`src/rtl/avalon_st_pkg.sv`:
```
// Shared helpers for the Avalon-ST packet FIFO: empty-field width and
// parameter legality check used at elaboration.
package avalon_st_pkg;

    // Width of the empty field: enough bits to count symbols, never zero.
    function automatic int ew_bits(input int symbols);
        int w;
        w = $clog2(symbols);
        return (w < 1) ? 1 : w;
    endfunction

    // Legal combinations: latency 0..4, allowance covers the in-flight
    // window, and the allowance leaves at least one usable slot.
    function automatic bit params_ok(input int depth, input int latency,
                                     input int allowance);
        return (depth >= 1) && (latency >= 0) && (latency <= 4) &&
               (allowance >= latency) && (allowance < (1 << depth));
    endfunction

endpackage

```
`src/rtl/avalon_st_fifo_mem.sv`:
```
// Simple dual-port RAM: one write port, one registered read port with
// read enable. The read register is cleared by reset; the array is not.
module avalon_st_fifo_mem #(
    parameter int AW = 4,
    parameter int DW = 8
) (
    input  logic          clk,
    input  logic          rst,
    input  logic          wr_en_i,
    input  logic [AW-1:0] wr_addr_i,
    input  logic [DW-1:0] wr_data_i,
    input  logic          rd_en_i,
    input  logic [AW-1:0] rd_addr_i,
    output logic [DW-1:0] rd_data_o
);

    logic [DW-1:0] mem_q [2**AW];
    logic [DW-1:0] rd_data_q;

    // Storage array write port.
    always_ff @(posedge clk) begin
        if (wr_en_i) mem_q[wr_addr_i] <= wr_data_i;
    end

    // Registered read; holds its value when not enabled.
    always_ff @(posedge clk) begin
        if (rst)          rd_data_q <= '0;
        else if (rd_en_i) rd_data_q <= mem_q[rd_addr_i];
    end

    assign rd_data_o = rd_data_q;

endmodule

```
`src/rtl/avalon_st_pkt_fifo.sv`:
```
// Single-clock Avalon-ST packet FIFO. Sink side honours a configurable
// ready latency using a held-back allowance of free slots; source side is
// latency-0 show-ahead fed straight from the RAM's registered read port.
module avalon_st_pkt_fifo
    import avalon_st_pkg::*;
#(
    parameter int DATABITS_PER_SYMBOL = 8,
    parameter int SYMBOLS_PER_BEAT    = 4,
    parameter int DEPTH               = 4,
    parameter int READY_LATENCY       = 1,
    parameter int READY_ALLOWANCE     = 2
) (
    input  logic                                            clk,
    input  logic                                            rst,
    input  logic [SYMBOLS_PER_BEAT*DATABITS_PER_SYMBOL-1:0] data_wr,
    input  logic                                            valid_wr,
    input  logic                                            sop_wr,
    input  logic                                            eop_wr,
    input  logic [ew_bits(SYMBOLS_PER_BEAT)-1:0]            empty_wr,
    output logic                                            ready_wr,
    output logic [SYMBOLS_PER_BEAT*DATABITS_PER_SYMBOL-1:0] data_rd,
    output logic                                            valid_rd,
    output logic                                            sop_rd,
    output logic                                            eop_rd,
    output logic [ew_bits(SYMBOLS_PER_BEAT)-1:0]            empty_rd,
    input  logic                                            ready_rd,
    output logic [DEPTH:0]                                  usedw,
    output logic                                            overflow
);

    localparam int WIDTH = SYMBOLS_PER_BEAT * DATABITS_PER_SYMBOL;
    localparam int EW    = ew_bits(SYMBOLS_PER_BEAT);
    localparam int SLOTS = 2 ** DEPTH;
    localparam logic [DEPTH:0] FULL_CNT  = (DEPTH+1)'(SLOTS);
    localparam logic [DEPTH:0] ALLOW_CNT = (DEPTH+1)'(READY_ALLOWANCE);

    if (!params_ok(DEPTH, READY_LATENCY, READY_ALLOWANCE)) begin : g_param_err
        $error("avalon_st_pkt_fifo: READY_LATENCY must be 0..4 and <= READY_ALLOWANCE < 2**DEPTH");
    end

    typedef struct packed {
        logic [WIDTH-1:0] data;
        logic             sop;
        logic             eop;
        logic [EW-1:0]    empty;
    } beat_t;

    localparam int BEAT_W = $bits(beat_t);

    logic [DEPTH-1:0] wr_ptr_q, rd_ptr_q, rd_addr;
    logic [DEPTH:0]   count_q, count_d;
    logic             rst_q, valid_q, valid_d, overflow_q;
    logic             permitted, hist_live;
    logic             wr_acc, rd_acc, drop;
    beat_t            wr_beat, rd_beat;
    logic [BEAT_W-1:0] rd_bits;

    // Ready comes only from registered state, so it never depends on inputs.
    assign ready_wr = !rst_q && ((FULL_CNT - count_q) > ALLOW_CNT);

    if (READY_LATENCY == 0) begin : g_rl0
        assign permitted = ready_wr;
        assign hist_live = 1'b1;
    end else begin : g_rln
        logic [READY_LATENCY-1:0] rdy_hist_q, live_q;

        // Ready history: a beat at cycle t is allowed if ready was high
        // READY_LATENCY cycles earlier. live_q marks history entries that
        // were sampled after reset, so stale in-flight beats drop silently.
        always_ff @(posedge clk) begin
            if (rst) begin
                rdy_hist_q <= '0;
                live_q     <= '0;
            end else begin
                rdy_hist_q <= READY_LATENCY'({rdy_hist_q, ready_wr});
                live_q     <= READY_LATENCY'({live_q, 1'b1});
            end
        end

        assign permitted = rdy_hist_q[READY_LATENCY-1];
        assign hist_live = live_q[READY_LATENCY-1];
    end

    assign wr_acc  = valid_wr && permitted;
    assign drop    = valid_wr && !permitted && hist_live;
    assign rd_acc  = valid_q && ready_rd;
    assign rd_addr = rd_ptr_q + DEPTH'(rd_acc);
    assign wr_beat = {data_wr, sop_wr, eop_wr, empty_wr};

    // Next head is presentable if an entry written before this edge remains
    // after any pop; a write landing on this same edge shows a cycle later.
    assign valid_d = count_q > (DEPTH+1)'(rd_acc);

    // Fill count: write-only up, read-only down, both cancel.
    always_comb begin
        count_d = count_q;
        if (wr_acc && !rd_acc)      count_d = count_q + (DEPTH+1)'(1);
        else if (!wr_acc && rd_acc) count_d = count_q - (DEPTH+1)'(1);
    end

    // Pointers, count, output valid and sticky overflow.
    always_ff @(posedge clk) begin
        rst_q <= rst;
        if (rst) begin
            wr_ptr_q   <= '0;
            rd_ptr_q   <= '0;
            count_q    <= '0;
            valid_q    <= 1'b0;
            overflow_q <= 1'b0;
        end else begin
            if (wr_acc) wr_ptr_q <= wr_ptr_q + DEPTH'(1);
            rd_ptr_q   <= rd_addr;
            count_q    <= count_d;
            valid_q    <= valid_d;
            overflow_q <= overflow_q | drop;
        end
    end

    avalon_st_fifo_mem #(
        .AW (DEPTH),
        .DW (BEAT_W)
    ) u_mem (
        .clk       (clk),
        .rst       (rst),
        .wr_en_i   (wr_acc),
        .wr_addr_i (wr_ptr_q),
        .wr_data_i (wr_beat),
        .rd_en_i   (valid_d),
        .rd_addr_i (rd_addr),
        .rd_data_o (rd_bits)
    );

    assign rd_beat  = beat_t'(rd_bits);
    assign data_rd  = rd_beat.data;
    assign sop_rd   = rd_beat.sop;
    assign eop_rd   = rd_beat.eop;
    assign empty_rd = rd_beat.empty;
    assign valid_rd = valid_q;
    assign usedw    = count_q;
    assign overflow = overflow_q;

endmodule
```
`config.mk`:
```
export PLATFORM = sky130hd
export DESIGN_NAME = avalon_st_pkt_fifo
export DESIGN_NICKNAME = d
export VERILOG_FILES = /design/src/rtl/avalon_st_pkg.sv /design/src/rtl/avalon_st_fifo_mem.sv /design/src/rtl/avalon_st_pkt_fifo.sv
export SDC_FILE = /design/constraint.sdc
export NUM_CORES = 1
export LEC_CHECK = 0
export ABC_AREA = 1
export ABC_CLOCK_PERIOD_IN_PS = 3700
export BUFFER_PORTS_ARGS = -buffer_cell sky130_fd_sc_hd__buf_2
export CAP_MARGIN = 5
export CORE_MARGIN = 3
export CORE_UTILIZATION = 62
export CTS_CLUSTER_SIZE = 16
export DETAILED_ROUTE_END_ITERATION = 7
export GPL_TIMING_DRIVEN = 1
export PLACE_DENSITY_LB_ADDON = 0.1
export SKIP_CTS_REPAIR_TIMING = 1
export SLEW_MARGIN = 20
export SYNTH_ARGS = -nofsm -noshare
export SYNTH_HDL_FRONTEND = slang
export SYNTH_SLANG_ARGS = --single-unit
```
`constraint.sdc`:
```
create_clock -name clk -period 3.7 [get_ports clk]
set_clock_uncertainty 0.15 [all_clocks]
set_input_delay 0.185 -clock clk [delete_from_list [all_inputs] [get_ports clk]]
set_output_delay 0.185 -clock clk [all_outputs]
set_load 0.05 [all_outputs]
```
# After elaboration in Yosys (flattened, before gate mapping)
# Memory sizes are Yosys's and may differ from the RTL's. A register that Yosys moved wholly into a read port is not among the register bits.
# Index checks and enable logic that the tools add are counted.
# word_totals
ff_bits	18
ramBits	576
input_bits	40
word_cells	34
n_memories	1
# classes
addsub	5
magnitude_cmp	2
mux	5
bitwise	1
reduce_logical	12
# mem_list
name	depth	width	read_ports	rd_ports_with_merged_regs	wr	line	text
u_mem.mem_q	16	36	1	1	1	avalon_st_fifo_mem.sv:17	logic [DW-1:0] mem_q [2**AW];
# op_table
operator	count
5-bit two-way mux	2
1-bit logical AND	7
5-bit by 1-bit adder with 5-bit output, second input constant	1
5-bit by 1-bit > comparator with 1-bit output	1
5-bit by 2-bit > comparator with 1-bit output, second input constant	1
5-bit by 1-bit subtractor with 5-bit output, second input constant	1
5-bit subtractor, first input constant	1
4-bit by 1-bit adder with 4-bit output	1
4-bit by 1-bit adder with 4-bit output, second input constant	1
1-bit zero test	4
1-bit two-way mux	3
2-bit nonzero test	1
1-bit OR	1

# Longest topological paths before layout
# logic_depth
depth_word	5
depth_mapped	15
mapped_depth_nobuf	13

# By module
# Synthesis repeated with hierarchy kept, for this count alone.
# hier_totals
cells_unflattened	2237
area_unflattened_um2	25421.9
# modules_own_cells
mod	n_inst	cells_each	area_per_inst_um2	seq_area_each_um2
avalon_st_fifo_mem	1	2103	24444.7	18017.3
avalon_st_pkt_fifo	1	134	977.2	360.3

# Worst setup path after synthesis
# Ideal clock, no wire load.
# synth_path
kind	flip-flop to flip-flop
startpoint	reg wr_ptr_q[1]
endpoint	mem u_mem.mem_q[0][0] (netlist name) (enable)
arrival_time_ns	2.187
t_required_ns	3.121
slack_ns	0.934
path_stages_with_launch	5
period_less_slack_ns	2.766
path_cell_list	dfxtp_1 inv_1 ha_1 nand2_1 nor2_1
# synth_rtl
item	line	text
start: declaration	avalon_st_pkt_fifo.sv:50	logic [DEPTH-1:0] wr_ptr_q, rd_ptr_q, rd_addr;
start signal: assignment	avalon_st_pkt_fifo.sv:111	if (wr_acc) wr_ptr_q <= wr_ptr_q + DEPTH'(1);
end: declaration	avalon_st_fifo_mem.sv:17	
# No word-level cell before the write port.

# Worst setup path after layout
# layout_path
startpoint	reg valid_q (netlist: valid_rd)
endpoint	reg u_mem.rd_data_q[8] (netlist: u_mem.rd_data_o[8]), read port of u_mem.mem_q
# layout_between
elab_chain_cells	2
# layout_lines
item	line	text
start: declaration	avalon_st_pkt_fifo.sv:52	logic rst_q, valid_q, valid_d, overflow_q;
start signal: assignment	avalon_st_pkt_fifo.sv:114	valid_q <= valid_d;
1-bit logical AND	avalon_st_pkt_fifo.sv:86	assign rd_acc = valid_q && ready_rd;
4-bit by 1-bit adder with 4-bit output	avalon_st_pkt_fifo.sv:87	assign rd_addr = rd_ptr_q + DEPTH'(rd_acc);
named net rd_addr[1]	avalon_st_pkt_fifo.sv:50	
end: declaration	avalon_st_fifo_mem.sv:18	logic [DW-1:0] rd_data_q;
# The timed path passes the listed nets, and every way through them passes these cells.
# A chain may end at the register's enable or synchronous reset.

==> flow_summary.ini <==
[synthesis]
synth_edf_count = 576
synth_top_family_by_area = simple AND/OR/NAND/NOR gates
synth_mux_area_share_pct = 0
synth_area_per_cell_sq_um = 11.48
synthArstFlopShare_pct = 0
synth-seq-cells = 630
synth-xor-area-share_pct = 0.2804
synth_cells = 2216
synthFlopType = edfxtp_1
netlist_top_cells_count = nand2_1, edfxtp_1, nand3_1
synth_compound_area_share_pct = 0.4083
synth_top_area_cell = edfxtp_1
synth.distinct_cells = 26
synth_nets = 2271
synth_fa_ha_area_share_pct = 0.7675
ys_warn_count = 0
synth_area_leaders = edfxtp_1, nand2_1, nand3_1
synthSimpleGateAreaFrac_pct = 22.47
netlist_area_sq_um = 25430
seq_area_frac_synth_pct = 72.26
yosysTopAreaCellShare_pct = 68.01
yosysMostFrequentCell = nand2_1

[routing]
wirelength_um = 62680
num_vias = 16910
dr.first_iter.drc_count = 1909
routed_via_density = 5.847
drc = 0
drt_first_pass_iters = 7
wl_per_cell_um = 21.67
drtAntennaViolNets = 0

[placed_design]
dpl.hpwl_um = 30170
io_buffers = 83
dp_slack_ps = 979.6
place_congestion = 0.7591
place_area_sq_um = 26410

[worst_setup_path]
rrSetupSlack_ps = 950
timing.rr.end = u_mem.rd_data_o[8]$_SDFFE_PP0P_
rr_worst_depth = 13
critPathSlowestCell = buf_4
path_cells = nand2_1 > inv_1 > ha_4 > ha_4 > inv_4 > buf_4 > nand3_1 > nand3_1 > nand2_1 > nand2_1 > nand3_1 > nand2_1 > inv_1
max_stage_delay_ps = 480
cp_common_cell = nand2_1
critPathBufInv = 4
arrival_ps = 3120
cp.required_ps = 4060
r2r-start = valid_rd$_SDFF_PP0_
worstSetupEndpointType = flop
worstSetupPathType = reg2reg
cp_top_family = buffers and inverters
startpoint_type = flop
crit_path_max_fanout = 33

[final_layout]
area_growth_pct = 12.95
fin_area_sq_um = 28730
final_util_pct = 71.64
layout.nets = 2369
fillers = 2771
drive_above_1_share_pct = 9.810

[power]
vdd_ir_drop_max_mv = 0.7695
p_leak_nw = 10.87
powerDensity_nw_per_um2 = 680.7

[timing]
setup_viol = 0
worstMarginPinSlew_ps = 954.7
slew-limit-headroom_pct = 36.35
fmax_mhz = 363.1
rsz0062_at_grt = no
min_period_ps = 2754
tns_ps = 0
hold_viol_final = 0
holdWs_ps = 57.20
slew_violations = 0
fin_ws_ps = 945.8
fin_crit_sh_pct = 74.44

[cts]
cts-root-buf = clkbuf_16
clock_sinks = 630
tritoncts = built
clockBufferDepth = 3
clock_latency_ps = 620
numCtsBuffers = 61
cts_htree_levels = 2
path_clk_slew_ps = 60

[flow_run]
cap_viol_max_count = 0

[floorplanning]
die_area_sq_um = 43490
io_pins = 84
die_w_um = 208.5
initial_core_util_pct = 63.43
die_y_um = 208.5
fp-row-count = 73
core_area_sq_um = 40100

[worst_hold_path]
hold_path_end = rst_q$_DFF_P_
min_path_type = in2reg
hp-start = rst
worstHoldPathCells = 1

[grt]
antenna_found_initial = 1
grt_overflow = 0
grt_pass1_wl_um = 94430
grt_pass1_vias = 16220
grt_max_degree = 133
track_usage_pct = 28.45

[status]
outcome = complete, no violations
## kinds of logic (layout without fill, tap and decap cells)
family | after synthesis | count (layout)
compound gates | 19 | 19
xor+xnor | 6 | 6
fa+ha+maj | 15 | 15
buf+inv | 185 | 334
flops | 630 | 630
other cells | 0 | 2
simple gates | 1361 | 1361
## worst max path at each step
stage | from | end | cells past startpoint
after CTS | valid_rd$_SDFF_PP0_ | u_mem.rd_data_o[8]$_SDFFE_PP0P_ | 13
after global routing | valid_rd$_SDFF_PP0_ | u_mem.rd_data_o[4]$_SDFFE_PP0P_ | 13
final | valid_rd$_SDFF_PP0_ | u_mem.rd_data_o[8]$_SDFFE_PP0P_ | 13
after floorplan | wr_ptr_q[1]$_SDFFE_PP0P_ | u_mem.mem_q[0][0]$_DFFE_PP_ | 4
after detailed placement | valid_rd$_SDFF_PP0_ | u_mem.rd_data_o[8]$_SDFFE_PP0P_ | 13
after global placement | valid_rd$_SDFF_PP0_ | u_mem.rd_data_o[10]$_SDFFE_PP0P_ | 13
## layer usage
metal | up-vias | global-route usage, % | share of wire, %
li1 | 7844 | - | -
met1 | 8169 | 38.01 | 39
met2 | 751 | 47.70 | 50
met3 | 146 | 4.780 | 7.7
met4 | 0 | 10.44 | 3.4
met5 | - | 0 | 0
## report_power, final
| part | leakage, nW | switching (mW) | internal, mW | total [mW] |
|---|---|---|---|---|
| combinational | 4.30 | 3.85 | 1.49 | 5.34 |
| sequential | 5.63 | 0.169 | 8.02 | 8.19 |
| clock | 0.944 | 2.56 | 3.46 | 6.02 |
## area by class of cell
cell class | count | area (sq um) | share of cell area [%]
sequential | 630 | 18380 | 63.97
multi-input combinational | 1401 | 6254 | 21.77
tap | 525 | 656.9 | 2.287
antenna | 2 | 5.005 | 0.01742
timing repair buffer | 161 | 1271 | 4.425
clock inverter | 29 | 271.5 | 0.9451
clock buffer | 85 | 1658 | 5.771
inverter | 59 | 234.0 | 0.8145
## worst register-to-register path, delay by kind of cell (launching register included)
kind                     cells  cell delay [ps]
AND/OR/NAND/NOR              7              610
adder cells (fa/ha/maj)      2              530
buffers and inverters        4             1060
flip-flops                   1              310
## cells in the final DEF (no fill, tap or decap), types with 26 or more instances in the layout
cell           netlist  routed
dlygate4sd3_1        0      38
clkbuf_16            0      62
edfxtp_1           576     576
inv_1               56      56
nand3_1            471     471
nand2_1            783     781
buf_2               65      83
dfxtp_1             54      54
buf_4               20      26
nor2_1             102      86
## stage by stage
step	total power, mW	std cells
final	19.56	2892
after CTS	19.59	2852
after global routing	20.50	2891
after detailed placement	13.60	2738
after floorplan	12.40	2216
after global placement	13.49	2738
## state kept, by name, indices dropped and copies added, names as in the netlist
register and count:
rd_ptr_q 4, rst_q 1, u_mem.rd_data_o 36, wr_ptr_q 4
usedw 5, u_mem.mem_q 576, g_rln.rdy_hist_q 1, g_rln.live_q 1
valid_rd 1, overflow 1
Note: power is estimated with default switching activity, not from simulation.
